==> src/rtl/butterfly_pkg.sv <==
// Shared step encoding, capture slots and sequencer states for the butterfly press sequencer.
package butterfly_pkg;

  typedef enum logic [3:0] {
    ST_LD_W, ST_LD_B, ST_C_REWB, ST_C_IMY, ST_C_IMZ, ST_LD_A, ST_C_REZ2,
    ST_C_REZ, ST_C_REY, ST_D_REY, ST_D_IMY, ST_D_REZ, ST_D_IMZ, ST_CLR
  } step_e;

  localparam step_e LD_W = ST_LD_W;
  localparam step_e LD_B = ST_LD_B;
  localparam step_e LD_A = ST_LD_A;

  localparam int SLOT_REY = 0;
  localparam int SLOT_IMY = 1;
  localparam int SLOT_REZ = 2;
  localparam int SLOT_IMZ = 3;

  localparam logic [1:0] OP_W = 2'd0;
  localparam logic [1:0] OP_B = 2'd1;
  localparam logic [1:0] OP_A = 2'd2;

  typedef enum logic [1:0] {IDLE, GAP, PRESS} seq_state_e;

  // A display value is captured in the gap that follows its display press.
  function automatic logic is_capture_step(step_e s);
    return (s >= ST_D_IMY);
  endfunction

  function automatic logic [1:0] capture_slot(step_e s);
    return 2'(s - ST_D_IMY);
  endfunction

endpackage

==> src/rtl/butterfly_sequencer_press_timer.sv <==
// Down-counter timing one GAP or PRESS phase; expire is high on the last cycle of the phase.
module press_timer #(
  parameter int CNT_W = 5
) (
  input  logic             Clock,
  input  logic             nReset,
  input  logic             load,
  input  logic [CNT_W-1:0] load_val,
  output logic             expire
);

  logic [CNT_W-1:0] cnt;

  always_ff @(posedge Clock or negedge nReset) begin
    if (!nReset) begin
      cnt <= '0;
    end else if (load) begin
      cnt <= load_val;
    end else if (cnt != '0) begin
      cnt <= cnt - 1'b1;
    end
  end

  assign expire = (cnt == '0);

endmodule

==> src/rtl/butterfly_sequencer.sv <==
// Drives the butterfly core's 14-press ReadyIn sequence per operand set and collects its displayed results.
module butterfly_sequencer
  import butterfly_pkg::*;
#(
  parameter int DATA_W       = 8,
  parameter int NUM_OPS      = 4,
  parameter int PRESS_CYCLES = 16,
  parameter int GAP_CYCLES   = 16,
  localparam int IDX_W       = (NUM_OPS > 1) ? $clog2(NUM_OPS) : 1
) (
  input  logic                Clock,
  input  logic                nReset,
  input  logic                start,
  input  logic                op_we,
  input  logic [IDX_W-1:0]    op_idx,
  input  logic [1:0]          op_sel,
  input  logic [DATA_W-1:0]   op_wdata,
  output logic                ready_out,
  output logic [DATA_W-1:0]   data_out,
  input  logic [DATA_W-1:0]   result_in,
  output logic                res_valid,
  output logic [IDX_W-1:0]    res_idx,
  output logic [4*DATA_W-1:0] res_word,
  output logic                busy,
  output logic                done
);

  localparam int MAX_C = (PRESS_CYCLES > GAP_CYCLES) ? PRESS_CYCLES : GAP_CYCLES;
  localparam int CNT_W = $clog2(MAX_C + 1);

  seq_state_e       state;
  step_e            step;
  logic [IDX_W-1:0] set_idx;
  logic             t_load;
  logic [CNT_W-1:0] t_val;
  logic             t_expire;
  logic             gap_last;

  logic [DATA_W-1:0] mem_w [NUM_OPS];
  logic [DATA_W-1:0] mem_b [NUM_OPS];
  logic [DATA_W-1:0] mem_a [NUM_OPS];
  logic [DATA_W-1:0] cap   [3];

  function automatic logic [DATA_W-1:0] operand(step_e s, logic [IDX_W-1:0] i);
    case (s)
      LD_W:    return mem_w[i];
      LD_B:    return mem_b[i];
      LD_A:    return mem_a[i];
      default: return '0;
    endcase
  endfunction

  // The timer reloads on every phase change; IDLE only loads it on start.
  assign t_load   = (state == IDLE) ? start : t_expire;
  assign t_val    = (state == GAP) ? CNT_W'(PRESS_CYCLES - 1) : CNT_W'(GAP_CYCLES - 1);
  assign gap_last = (state == GAP) && t_expire;

  press_timer #(.CNT_W(CNT_W)) u_timer (
    .Clock    (Clock),
    .nReset   (nReset),
    .load     (t_load),
    .load_val (t_val),
    .expire   (t_expire)
  );

  // Operand memory and capture buffer are pure data and carry no reset.
  always_ff @(posedge Clock) begin
    if (op_we && !busy) begin
      case (op_sel)
        OP_W:    mem_w[op_idx] <= op_wdata;
        OP_B:    mem_b[op_idx] <= op_wdata;
        OP_A:    mem_a[op_idx] <= op_wdata;
        default: ;
      endcase
    end
    if (gap_last && is_capture_step(step) && (step != ST_CLR)) begin
      cap[capture_slot(step)] <= result_in;
    end
  end

  always_ff @(posedge Clock or negedge nReset) begin
    if (!nReset) begin
      state     <= IDLE;
      step      <= ST_LD_W;
      set_idx   <= '0;
      ready_out <= 1'b0;
      data_out  <= '0;
      res_valid <= 1'b0;
      res_idx   <= '0;
      res_word  <= '0;
      busy      <= 1'b0;
      done      <= 1'b0;
    end else begin
      res_valid <= 1'b0;
      done      <= 1'b0;
      case (state)
        IDLE: begin
          if (start) begin
            state    <= GAP;
            step     <= ST_LD_W;
            set_idx  <= '0;
            busy     <= 1'b1;
            data_out <= operand(ST_LD_W, '0);
          end
        end
        GAP: begin
          if (t_expire) begin
            state     <= PRESS;
            ready_out <= 1'b1;
            if (step == ST_CLR) begin
              res_valid <= 1'b1;
              res_idx   <= set_idx;
              res_word  <= {cap[SLOT_REY], cap[SLOT_IMY], cap[SLOT_REZ], result_in};
            end
          end
        end
        PRESS: begin
          if (t_expire) begin
            ready_out <= 1'b0;
            if (step != ST_CLR) begin
              state    <= GAP;
              step     <= step_e'(step + 4'd1);
              data_out <= operand(step_e'(step + 4'd1), set_idx);
            end else if (set_idx != IDX_W'(NUM_OPS - 1)) begin
              state    <= GAP;
              step     <= ST_LD_W;
              set_idx  <= set_idx + 1'b1;
              data_out <= operand(ST_LD_W, set_idx + 1'b1);
            end else begin
              state    <= IDLE;
              busy     <= 1'b0;
              done     <= 1'b1;
              data_out <= '0;
            end
          end
        end
        default: state <= IDLE;
      endcase
    end
  end

endmodule

==> config.mk <==
export PLATFORM = sky130hd
export DESIGN_NAME = butterfly_sequencer
export DESIGN_NICKNAME = d
export VERILOG_FILES = /design/src/rtl/butterfly_pkg.sv /design/src/rtl/butterfly_sequencer_press_timer.sv /design/src/rtl/butterfly_sequencer.sv
export SDC_FILE = /design/constraint.sdc
export NUM_CORES = 1
export LEC_CHECK = 0
export BUFFER_PORTS_ARGS = -buffer_cell sky130_fd_sc_hd__buf_2
export CAP_MARGIN = 40
export CORE_MARGIN = 2
export CORE_UTILIZATION = 40
export DETAILED_ROUTE_END_ITERATION = 8
export PLACE_DENSITY_LB_ADDON = 0.08
export RECOVER_POWER = 25
export SLEW_MARGIN = 5
export SYNTH_ARGS = -nofsm -noshare
export SYNTH_HDL_FRONTEND = slang
export SYNTH_SLANG_ARGS = --single-unit
==> constraint.sdc <==
create_clock -name Clock -period 4.5 [get_ports Clock]
set_input_delay 0.45 -clock Clock [delete_from_list [all_inputs] [get_ports Clock]]
set_output_delay 0.45 -clock Clock [all_outputs]
set_load 0.01 [all_outputs]
## Word-level counts from Yosys, hierarchy flattened

Memory sizes are Yosys's and may differ from the RTL's. A register that Yosys moved wholly into a read port is not among the register bits.
Cells that the tools add are included.
W data, S select, Z words.

- $add $sub $neg: 4
- Magnitude comparators: 1
- Equal/unequal tests: 16
- Multiplexer cells: 51
- Reductions and logical operators: 23

Operators by type and width:

| kind | count |
|---|---|
| $mux W8 | 4 |
| $mux W1 | 27 |
| $pmux W8 S3 | 1 |
| $mux W4 | 4 |
| $pmux W8 S2 | 1 |
| $mux W2 | 7 |
| $ne A2 B2 Y1 const B | 7 |
| $reduce_and A3 Y1 | 4 |
| $mux W5 | 2 |
| $reduce_and A5 Y1 | 2 |
| $pmux W4 S2 | 1 |
| $pmux W2 S3 | 1 |
| $reduce_bool A2 Y1 | 3 |
| $logic_not A5 Y1 | 1 |
| $reduce_bool A5 Y1 | 1 |
| $sub A5 B1 Y5 const B | 1 |
| $add A4 B1 Y4 const B | 1 |
| $eq A2 B1 Y1 const B | 2 |
| $eq A2 B2 Y1 const B | 2 |
| $eq A4 B1 Y1 const B | 1 |
| $eq A4 B3 Y1 const B | 1 |
| $eq A4 B4 Y1 const B | 1 |
| $ge A4 B4 Y1 const B | 1 |
| $logic_and A1 B1 Y1 | 4 |
| other kinds (10) | 15 |

- Bits in registers: 59
- Memory bits (writable): 120
- Output and inout bits: 46
- Logic and storage cells: 110
- Memories: 4

Memories:

| name | words | bits a word | read ports | clocked after Yosys merged registers in | wr ports | line | source |
|---|---|---|---|---|---|---|---|
| mem_a | 4 | 8 | 1 | 0 | 1 | butterfly_sequencer.sv:41 | `logic [DATA_W-1:0] mem_a [NUM_OPS];` |
| mem_b | 4 | 8 | 1 | 0 | 1 | butterfly_sequencer.sv:40 | `logic [DATA_W-1:0] mem_b [NUM_OPS];` |
| mem_w | 4 | 8 | 3 | 0 | 1 | butterfly_sequencer.sv:39 | `logic [DATA_W-1:0] mem_w [NUM_OPS];` |
| cap | 3 | 8 | 3 | 3 | 1 | butterfly_sequencer.sv:42 | `logic [DATA_W-1:0] cap [3];` |

## Logic depth before layout (Yosys ltp)

Gate-level depths: netlist of run 1.

- Word-level depth: 6
- Mapped depth: 9
- Depth with buffers taken out: 6

## Cells and area by module

A second synthesis of run 1 with hierarchy kept.

- Cell total of the unflattened synthesis: 453
- Area, all modules: 7429.6 um^2

By module, submodules not included:

| module | instances | cells an instance | area an instance (um^2) | sequential area each (um^2) |
|---|---|---|---|---|
| butterfly_sequencer | 1 | 426 | 7150.6 | 4954.8 |
| press_timer | 1 | 27 | 279.0 | 125.1 |

## Worst setup path before layout of run 1

Ideal clock, no wire load.

- Path kind: reg-to-reg
- Start: register u_timer.cnt[0]
- End: memory cap[2][0] (enable)
- Arrival time: 2515 ps
- Path slack: 1590 ps
- Stages on the path, launching flop included: 8
- Path buffers: 2
- Period minus slack after synthesis: 2910 ps
- Cells stage by stage: dfrtp_1 inv_1 ha_1 or4b_1 buf_2 or3_1 buf_6 nor4_1

- Word-level cells in the longest chain between the ends: 6

Ends and longest elaborated chain:

| what | line | source |
|---|---|---|
| start: declaration | butterfly_sequencer_press_timer.sv:12 | `logic [CNT_W-1:0] cnt;` |
| start signal: assignment | butterfly_sequencer_press_timer.sv:18 | `cnt <= load_val;` |
| start signal: assignment | butterfly_sequencer_press_timer.sv:20 | `cnt <= cnt - 1'b1;` |
| $logic_not A5 Y1 | butterfly_sequencer_press_timer.sv:24 | `assign expire = (cnt == '0);` |
| $logic_and A1 B1 Y1 | butterfly_sequencer.sv:56 | `assign gap_last = (state == GAP) && t_expire;` |
| $logic_and A1 B1 Y1 (2 in a row) | butterfly_sequencer.sv:76 | `if (gap_last && is_capture_step(step) && (step != ST_CLR)) begin` |
| $mux W1 | butterfly_sequencer.sv:76 |  |
| $mux W1 (not written as such) | butterfly_sequencer.sv:77 | `cap[capture_slot(step)] <= result_in;` |
| end: declaration | butterfly_sequencer.sv:42 |  |

Every way passes these cells.

## Worst setup path after layout of run 1

- Start: register u_timer.cnt[0]
- End: register res_word[1]

- Word-level cells in the longest chain between the ends: 2

Ends and longest elaborated chain:

| what | line | source |
|---|---|---|
| $logic_not A5 Y1 | butterfly_sequencer_press_timer.sv:24 |  |
| $reduce_and A3 Y1 (no source line) | -- |  |
| end signal: assignment | butterfly_sequencer.sv:113 | `res_word <= {cap[SLOT_REY], cap[SLOT_IMY], cap[SLOT_REZ], result_in};` |
| end: declaration | butterfly_sequencer.sv:23 | `output logic [4*DATA_W-1:0] res_word,` |

Every way passes these cells.
A chain may end at the register's enable or synchronous reset.

==> flow_metrics.env, run 1 <==
export IMPL_status="completed"
export IMPL_htreeDepth=4
export IMPL_max_freq_ghz=0.3311
export IMPL_grt_overflow=0
export IMPL_reg2reg_depth=6
export IMPL_postCtsSetupBuffers=0
export IMPL_yosys_top_cells_area="edfxtp_1, dfrtp_1, mux4_2, mux2_4, nor2_1"
export IMPL_syn_instance_count=423
export IMPL_insertion_delay_ns=0.43
export IMPL_syn_nets=450
export IMPL_die_w_microns=139.5
export IMPL_ys_dominant_reg_cell="edfxtp_1"
export IMPL_synth_distinct_cells=51
export IMPL_r2r_slack_ns=1.48
export IMPL_synth_top_cell_by_area="edfxtp_1"
export IMPL_cp_data_required_time_ns=4.81
export IMPL_reg2reg_to="res_word[1]"
export IMPL_core_sq_mm=0.01796
export IMPL_synth_seq_cells=179
export IMPL_drive_gt1_frac=0.3424
export IMPL_dp_cells=714
export IMPL_syn_area_sq_mm=0.007343
export IMPL_clockBufferDepth=2
export IMPL_report_final_slew_viol_count=0
export IMPL_wl_microns=15500
export IMPL_boundaryPins=70
export IMPL_grt_max_degree=60
export IMPL_antenna_found_initial=0
export IMPL_setup_tns_ns=0
export IMPL_power_leakage_nw=3.204
export IMPL_grt_usage=0.1671
export IMPL_vias_per_cell=5.425
export IMPL_relSlewSlack=0.4451
export IMPL_hold_viol=0
export IMPL_met3_usage=0.04405
export IMPL_avgSynthCellArea_sq_um=17.36
export IMPL_fin_cells=746
export IMPL_synth_edf_count=120
export IMPL_post_route_util=0.4750
export IMPL_diodes=0
export IMPL_min_period_over_period=0.6712
export IMPL_clk_pin_slew_ns=0.07
export IMPL_yosys_warnings=0
export IMPL_synth_top_area_share=0.4907
export IMPL_startpoint_type="flop"
export IMPL_setup_slack_ns=1.479
export IMPL_initialDrtViolationCount=241
export IMPL_crit_fanout=35
export IMPL_end_kind="flop"
export IMPL_start_util=0.4088
export IMPL_root_buffer="clkbuf_16"
export IMPL_vias=4047
export IMPL_grt_pass1_vias=4202
export IMPL_finalPower_w=0.003665
export IMPL_finalWeightedCongestion=0.7516
export IMPL_use_met1=0.2117
export IMPL_finalCriticalPeriod_ns=3.021
export IMPL_r2r_start="u_timer.cnt[0]"
export IMPL_wl_per_cell_microns=20.78
export IMPL_yosysMostFrequentCell="edfxtp_1"
export IMPL_cts_buffers=17
export IMPL_pre_cts_slack_ns=1.469
export IMPL_nNetsFinal=531
export IMPL_use_met2=0.2753
export IMPL_cp_arrival_ns=3.33
export IMPL_hpwl_microns=10400
export IMPL_vdd_drop_max_mv=0.2576
export IMPL_n_fill_cell=1556
export IMPL_synthTopCellsByCount="edfxtp_1, dfrtp_1, nor2_1"
export IMPL_die_h_microns=139.5
export IMPL_drv_cap=0
export IMPL_area_delta_synth_final_pct=16.20
export IMPL_tightest_slew_ns=0.8293
export IMPL_busiest_layer="met2"
export IMPL_finalClockSkew_ns=0.006903
export IMPL_drc=0
export IMPL_dieArea_sq_mm=0.01946
export IMPL_cts_resized=0
export IMPL_rows=49
export IMPL_cts_hold_buf=0
export IMPL_async_reset_ff_frac=0.3296
export IMPL_setup_viol=0
export IMPL_rsz0062_at_grt="false"
export IMPL_crit_type="reg2reg"
export IMPL_seq_area_frac_synth=0.6918
export IMPL_grt_pass1_wl_microns=24110
export IMPL_io_buffers=69
export IMPL_cts_tree="yes"
export IMPL_p_per_area_mw_per_mm2=429.5
export IMPL_drt_first_pass_iters=4
export IMPL_min_path_type="in2async"
export IMPL_cts_sinks=179
export IMPL_antenna_left=0
-- stage by stage --
stage	hold slack, ns	cell area (sq um)
3_3_place_gp	0.4613	7920
5_1_grt	0.2358	8533
4_1_cts	0.2166	8552
2_1_floorplan	0.1544	7343
6_report	0.1850	8533
3_5_place_dp	0.4646	7963
-- cells in the final DEF, fill, tap and decap left out, drive strengths merged, types with 9 or more instances in the layout --
cell type / n
nor2: 32
dfrtp: 59
buf: 68
inv: 11
nor3: 9
mux2: 35
mux4: 24
clkbuf: 34
nand2: 20
edfxtp: 120
-- power breakdown --
part	internal, W	leakage (nW)	switching, W	total (W)
registers	0.00183	1.86	0.0000657	0.00189
clock network	0.000790	0.286	0.000668	0.00146
logic	0.000139	1.06	0.000173	0.000312
-- area by class of cell --
cell class	count	area (sq um)	area share
sequential	179	5081	0.5955
inverter	5	18.77	0.002199
timing repair buffer	83	429.2	0.05029
multi-input combinational	218	2128	0.2494
tap	229	286.5	0.03358
clock buffer	19	475.5	0.05572
clock inverter	13	113.9	0.01334
-- sequential cells by signal, indices dropped and copies added, names as in the netlist, 2 cells and up --
signal,count
state,2
set_idx,2
u_timer.cnt,5
step,4
data_out,8
mem_a,32
mem_w,32
res_idx,2
res_word,32
cap,24
mem_b,32
-- critical path: stages, from the launching register on --
cell	delay [ns]
dfrtp_1	0.41
inv_1	0.09
ha_1	0.16
or4b_1	0.61
or3_1	0.54
nor2_8	0.68
mux2_2	0.41
-- routing by layer --
| layer | wire (microns) | vias to the layer above | part of all wire |
|---|---|---|---|
| li1 | - | 1844 | - |
| met1 | 6751 | 2074 | 0.44 |
| met2 | 7751 | 103 | 0.50 |
| met3 | 596 | 26 | 0.038 |
| met4 | 403 | 0 | 0.026 |
| met5 | 0 | - | 0 |
-- how the worst max path moves through the flow --
stage	from	end	slack, ns	cells past startpoint
finish	u_timer.cnt[0]	res_word[1]	1.48	6
global route	u_timer.cnt[0]	res_word[1]	1.31	6
CTS	u_timer.cnt[0]	res_word[3]	1.45	6
detailed placement	u_timer.cnt[0]	res_word[3]	1.47	6
global placement	u_timer.cnt[0]	res_word[1]	1.54	6
floorplan	u_timer.cnt[0]	cap[2][0]	1.59	7
-- cells by family (layout without fill, tap and decap cells) --
family | count (synthesis) | count (layout) | share of synthesized area
xor gates and xnor gates | 1 | 1 | 0.001193
adders and majority gates | 3 | 3 | 0.005112
AOI/OAI and AO/OA | 55 | 55 | 0.06185
and+or+nand+nor | 92 | 92 | 0.06543
muxes | 67 | 67 | 0.1530
buffers and inverters | 26 | 120 | 0.02164
DFF | 179 | 179 | 0.6918
(Power assumes the default switching activity.)
==> run 2, diff against run 1 <==
--- a/config.mk
+++ b/config.mk
@@ -5,6 +5,7 @@
 export SDC_FILE = /design/constraint.sdc
 export NUM_CORES = 1
 export LEC_CHECK = 0
+export ABC_AREA = 1
 export BUFFER_PORTS_ARGS = -buffer_cell sky130_fd_sc_hd__buf_2
 export CAP_MARGIN = 40
 export CORE_MARGIN = 2
==> constraint.sdc (replaced) <==
create_clock -name Clock -period 2.64 [get_ports Clock]
set_input_delay 0.264 -clock Clock [delete_from_list [all_inputs] [get_ports Clock]]
set_output_delay 0.264 -clock Clock [all_outputs]
set_load 0.01 [all_outputs]
==> flow_metrics.env, run 2 <==
export IMPL_nNetsFinal=887
export IMPL_yosys_warnings=0
export IMPL_final_cell_mix="nand2_1, edfxtp_1, inv_1"
export IMPL_layout_commonest_cell="nand2_1"
export IMPL_cts_buffers=17
export IMPL_reg2reg_depth=3
export IMPL_ys_dominant_reg_cell="edfxtp_1"
export IMPL_area_delta_synth_final_pct=15.44
export IMPL_grt_overflow=0
export IMPL_vias=5558
export IMPL_r2r_slack_ns=0.41
export IMPL_boundaryPins=70
export IMPL_p_sw_frac=0.3002
export IMPL_synth_fa_ha_area_frac=0.004816
export IMPL_clockPowerShare=0.372
export IMPL_worst_path_buf_inv=0
export IMPL_synth_compound_area_frac=0.04672
export IMPL_core_sq_mm=0.01927
export IMPL_drv_cap=0
export IMPL_vdd_drop_max_mv=0.4924
export IMPL_relSlewSlack=0.3666
export IMPL_htreeDepth=4
export IMPL_tightest_slew_ns=0.9466
export IMPL_hpwl_microns=13430
export IMPL_synth_xor_xnor_area_share=0.002248
export IMPL_yosys_top_cells_area="edfxtp_1, dfrtp_1, nand2_1, inv_1, nand3_1"
export IMPL_avgSynthCellArea_sq_um=9.903
export IMPL_synth_edf_count=120
export IMPL_setup_tns_ns=0
export IMPL_min_delay_start="result_in[3]"
export IMPL_wl_microns=19060
export IMPL_setup_viol=0
export IMPL_postCtsSetupBuffers=0
export IMPL_wl_per_cell_microns=16.75
export IMPL_cts_resized=0
export IMPL_finalCriticalPeriod_ns=2.230
export IMPL_synth_mux_area_frac=0
export IMPL_comb_power_share=0.162
export IMPL_clk_pin_slew_ns=0.07
export IMPL_die_w_microns=143.6
export IMPL_grt_max_degree=60
export IMPL_cts_hold_buf=1
export IMPL_fin_area_sq_mm=0.008997
export IMPL_p_sw_w=0.002068
export IMPL_whs_endpoint="res_word[3]"
export IMPL_dieArea_sq_mm=0.02062
export IMPL_diodes=0
export IMPL_p_per_area_mw_per_mm2=765.7
export IMPL_rows=51
export IMPL_status="completed"
export IMPL_grt_usage=0.1928
export IMPL_initialDrtViolationCount=422
export IMPL_syn_nets=814
export IMPL_syn_area_sq_mm=0.007794
export IMPL_cts_sinks=179
export IMPL_grt_pass1_vias=5430
export IMPL_crit_fanout=8
export IMPL_yosysMostFrequentCell="nand2_1"
export IMPL_synth_top_family_by_area="simple AND/OR/NAND/NOR gates"
export IMPL_critPathSlowestCell="nor2_1"
export IMPL_power_frac_seq=0.466
export IMPL_holdPathStages=3
export IMPL_seq_area_frac_synth=0.6518
export IMPL_fin_cells=1138
export IMPL_io_buffers=69
export IMPL_async_reset_ff_frac=0.3296
export IMPL_end_kind="flop"
export IMPL_rsz0062_at_grt="false"
export IMPL_insertion_delay_ns=0.43
export IMPL_power_leakage_nw=3.995
export IMPL_worst_hold_slack_ns=0.1088
export IMPL_crit_type="reg2reg"
export IMPL_vias_per_cell=4.884
export IMPL_synth_top_cell_by_area="edfxtp_1"
export IMPL_synth_seq_cells=179
export IMPL_drive_gt1_frac=0.1386
export IMPL_hold_viol=0
export IMPL_cp_arrival_ns=2.28
export IMPL_reg2reg_to="mem_b[3][6]"
export IMPL_cpMostUsedCell="nor2_1"
export IMPL_path_delay_family="simple AND/OR/NAND/NOR gates"
export IMPL_dp_cells=1105
export IMPL_placed_cell_area_sq_mm=0.008397
export IMPL_cts_tree="yes"
export IMPL_finalClockSkew_ns=0.006788
export IMPL_crit_path_cell_trace="nor2_1 -> nand3_1 -> nor2_1"
export IMPL_r2r_start="busy"
export IMPL_start_util=0.4044
export IMPL_antenna_left=0
export IMPL_clockBufferDepth=2
export IMPL_antenna_found_initial=0
export IMPL_finalWeightedCongestion=0.9565
export IMPL_startpoint_type="flop"
export IMPL_post_route_util=0.4669
export IMPL_synthTopCellsByCount="nand2_1, edfxtp_1, inv_1"
export IMPL_syn_instance_count=787
export IMPL_min_path_type="in2reg"
export IMPL_cell_internal_pwr_w=0.004821
export IMPL_yosys_area_share_simple=0.2196
export IMPL_min_period_over_period=0.8448
export IMPL_root_buffer="clkbuf_16"
export IMPL_die_h_microns=143.6
export IMPL_cp_data_required_time_ns=2.69
export IMPL_report_final_slew_viol_count=0
export IMPL_cpPeakStageDelay_ns=0.78
export IMPL_grt_pass1_wl_microns=29400
export IMPL_max_freq_ghz=0.4484
export IMPL_drt_first_pass_iters=5
export IMPL_drc=0
export IMPL_synth_distinct_cells=33
export IMPL_synth_top_area_share=0.4624
==> run 2: changes by cell type after synthesis, moves of 8 or more <==
cell	before	now
nand2_1	20	280
inv_1	5	103
nand3_1	2	77
mux2_4	29	0
mux4_2	24	0
a21oi_1	4	22
buf_2	4	18
o21ai_0	6	15
a221o_1	8	0
a22oi_1	8	0
mux2i_1	8	0
o2111ai_1	8	0
o221a_2	8	0
==> run 2: logic make-up (layout without fill, tap and decap cells) <==
| family | count (synthesis) | after routing |
|---|---|---|
| buf+inv | 137 | 223 |
| flops | 179 | 179 |
| xor+xnor | 2 | 2 |
| simple gates | 404 | 404 |
| compound gates | 62 | 62 |
| fa+ha+maj | 3 | 3 |
==> run 2: how the worst max path moves through the flow <==
stage                        start          end  cells after the start
global placement              busy  mem_b[3][5]                      3
finish                        busy  mem_b[3][6]                      3
floorplan           u_timer.cnt[0]    cap[0][0]                      6
detailed placement            busy  mem_b[3][0]                      3
CTS                           busy  mem_b[3][6]                      3
global route                  busy  mem_b[3][6]                      3
==> run 2: cell type report <==
type,count,area [sq um]
tap,265,331.6
sequential,179,5081
multi-input combinational,471,2131
clock inverter,14,158.9
clock buffer,18,450.4
fill,1843,10270
timing repair buffer,83,434.2
inverter,108,410.4
==> run 2: metrics by stage <==
| step | total power [W] | setup slack (ns) |
|---|---|---|
| floorplan | 0.004016 | 0.6658 |
| global placement | 0.004382 | 0.4295 |
| detailed placement | 0.004387 | 0.4025 |
| CTS | 0.006938 | 0.3899 |
| global route | 0.007213 | 0.2149 |
| finish | 0.006889 | 0.4097 |
==> run 2: routing by layer <==
layer	GRT usage	vias to the layer above	part of all wire
li1	-	2692	-
met1	0.2583	2677	0.46
met2	0.3148	164	0.47
met3	0.03965	25	0.052
met4	0.06347	0	0.016
met5	0	-	0
==> run 2: power groups by stage <==
stage          Combinational, W  Sequential [W]  Clock, W
2_1_floorplan          0.000725         0.00329         0
3_5_place_dp            0.00111         0.00327         0
3_3_place_gp            0.00111         0.00327         0
6_report                0.00111         0.00321   0.00256
4_1_cts                 0.00112         0.00321   0.00261
5_1_grt                 0.00125         0.00323   0.00273
==> run 2: worst min-delay path, delay by kind of cell <==
kind | cells | cell delay (ns)
simple gates | 2 | 0.13
buf+inv | 1 | 0.12
==> run 3, diff against run 2 <==
==> constraint.sdc (replaced) <==
create_clock -name Clock -period 2.27 [get_ports Clock]
set_input_delay 0.227 -clock Clock [delete_from_list [all_inputs] [get_ports Clock]]
set_output_delay 0.227 -clock Clock [all_outputs]
set_load 0.01 [all_outputs]
==> flow_metrics.env, run 3 (synthesized netlist as in run 2, its figures left out) <==
export IMPL_status="completed"
export IMPL_worst_path_buf_inv=2
export IMPL_tightest_slew_ns=0.6634
export IMPL_dieArea_sq_mm=0.02062
export IMPL_clockBufferDepth=2
export IMPL_max_freq_ghz=0.5153
export IMPL_final_cell_mix="nand2_1, edfxtp_1, inv_1"
export IMPL_diodes=0
export IMPL_nNetsFinal=901
export IMPL_hpwl_microns=12310
export IMPL_startpoint_type="flop"
export IMPL_antenna_left=0
export IMPL_drt_first_pass_iters=7
export IMPL_fin_cells=1152
export IMPL_initialDrtViolationCount=341
export IMPL_min_period_over_period=0.8548
export IMPL_rows=51
export IMPL_multi_input_area_sq_mm=0.002131
export IMPL_cts_sinks=179
export IMPL_setup_tns_ns=0
export IMPL_cp_data_required_time_ns=2.57
export IMPL_power_leakage_nw=4.071
export IMPL_area_delta_synth_final_pct=16.71
export IMPL_min_path_type="in2reg"
export IMPL_finalClockSkew_ns=0.007126
export IMPL_p_per_area_mw_per_mm2=873.0
export IMPL_crit_path_cell_trace="inv_1 -> ha_1 -> nand3_2 -> nor2_1 -> nor2_1 -> clkinv_1 -> nand3_1 -> o22ai_1"
export IMPL_crit_fanout=10
export IMPL_ff_latch_area_sq_mm=0.005081
export IMPL_die_w_microns=143.6
export IMPL_cts_tree="yes"
export IMPL_io_buffers=69
export IMPL_layout_commonest_cell="nand2_1"
export IMPL_wl_microns=17450
export IMPL_grt_max_degree=42
export IMPL_finalWeightedCongestion=0.8018
export IMPL_relSlewSlack=0.5577
export IMPL_vias_per_cell=4.684
export IMPL_crit_type="reg2reg"
export IMPL_cpMostUsedCell="nor2_1"
export IMPL_grt_overflow=0
export IMPL_vdd_drop_max_mv=0.4503
export IMPL_wl_per_cell_microns=15.14
export IMPL_cp_arrival_ns=2.24
export IMPL_finalCriticalPeriod_ns=1.940
export IMPL_clk_pin_slew_ns=0.07
export IMPL_die_h_microns=143.6
export IMPL_grt_usage=0.1768
export IMPL_dp_cells=1119
export IMPL_boundaryPins=70
export IMPL_rsz0062_at_grt="false"
export IMPL_n_fill_cell=1846
export IMPL_min_delay_start="result_in[6]"
export IMPL_report_final_slew_viol_count=0
export IMPL_antenna_found_initial=0
export IMPL_drv_cap=0
export IMPL_hold_viol=0
export IMPL_vias=5396
export IMPL_post_route_util=0.4720
export IMPL_drc=0
export IMPL_drive_gt1_frac=0.1511
export IMPL_grt_pass1_vias=5292
export IMPL_cts_buffers=17
export IMPL_cts_resized=0
export IMPL_path_delay_family="simple AND/OR/NAND/NOR gates"
export IMPL_insertion_delay_ns=0.42
export IMPL_cpPeakStageDelay_ns=0.35
export IMPL_critPathSlowestCell="dfrtp_1"
export IMPL_grt_pass1_wl_microns=27690
export IMPL_start_util=0.4044
export IMPL_setup_viol=0
export IMPL_startpoint="u_timer.cnt[0]"
export IMPL_htreeDepth=4
export IMPL_core_sq_mm=0.01927
export IMPL_end_kind="flop"
export IMPL_r2r_start="u_timer.cnt[0]"
export IMPL_root_buffer="clkbuf_16"
## run 3: cell count changes in the layout (fill, tap and decap cells not counted), sizes merged
cell and delta:
clkbuf +2, buf +13, clkinv -4, inv +3
## run 3: worst reg2reg max path, delay by kind of cell, from the launching register on
kind            cells  cell delay (ns)
compound gates      1             0.09
fa+ha+maj           1             0.22
simple gates        4             0.73
buf+inv             2             0.43
flops               1             0.35
## run 3: final timing paths
path                           endpoint  slack, ns  cells past startpoint
setup / recovery                step[3]       0.33                      8
hold / removal              res_word[6]       0.08                      3
setup reg to reg                step[3]       0.33                      8
hold reg to reg            res_word[14]       0.44                      2
max in group asynchronous   res_word[7]       1.28                      3
min in group asynchronous    set_idx[0]       0.30                      2
## run 3: power breakdown
| part | internal, W | switching, W | leakage (nW) |
|---|---|---|---|
| Sequential | 0.00364 | 0.000111 | 1.81 |
| Clock | 0.00156 | 0.00133 | 0.292 |
| Combinational | 0.000447 | 0.000858 | 1.97 |
## run 3: layout make-up
| class | count | share of cell area |
|---|---|---|
| flip-flops and latches | 179 | 0.5586 |
| multi-input cells | 471 | 0.2343 |
| repair buffers | 97 | 0.06052 |
| clock buffers | 19 | 0.05103 |
| inverters | 108 | 0.04512 |
| well taps | 265 | 0.03645 |
| clock inverters | 13 | 0.01403 |
## run 3: timing repair
action	in CTS	in global routing
hold buffers	1	0
hold endpoints to repair	19	0
setup buffers	0	0
setup endpoints to repair	0	0
## run 3: through the flow
stage	setup WS, ns	power [W]	hold WS [ns]	area [sq um]
floorplan	0.2958	0.004671	-0.06859	7794
global placement	0.4076	0.005096	0.2151	8514
detailed placement	0.3455	0.005137	0.2132	8514
CTS	0.3238	0.008053	0.004356	9116
global route	0.1355	0.008331	0.08643	9096
finish	0.3295	0.007941	0.08127	9096
## run 3: layer usage
metal | vias up | share of wire | track usage
met5 | - | 0 | 0
met4 | 0 | 0.019 | 0.06295
met3 | 22 | 0.042 | 0.03066
met2 | 127 | 0.48 | 0.2965
met1 | 2531 | 0.46 | 0.2317
li1 | 2716 | - | -
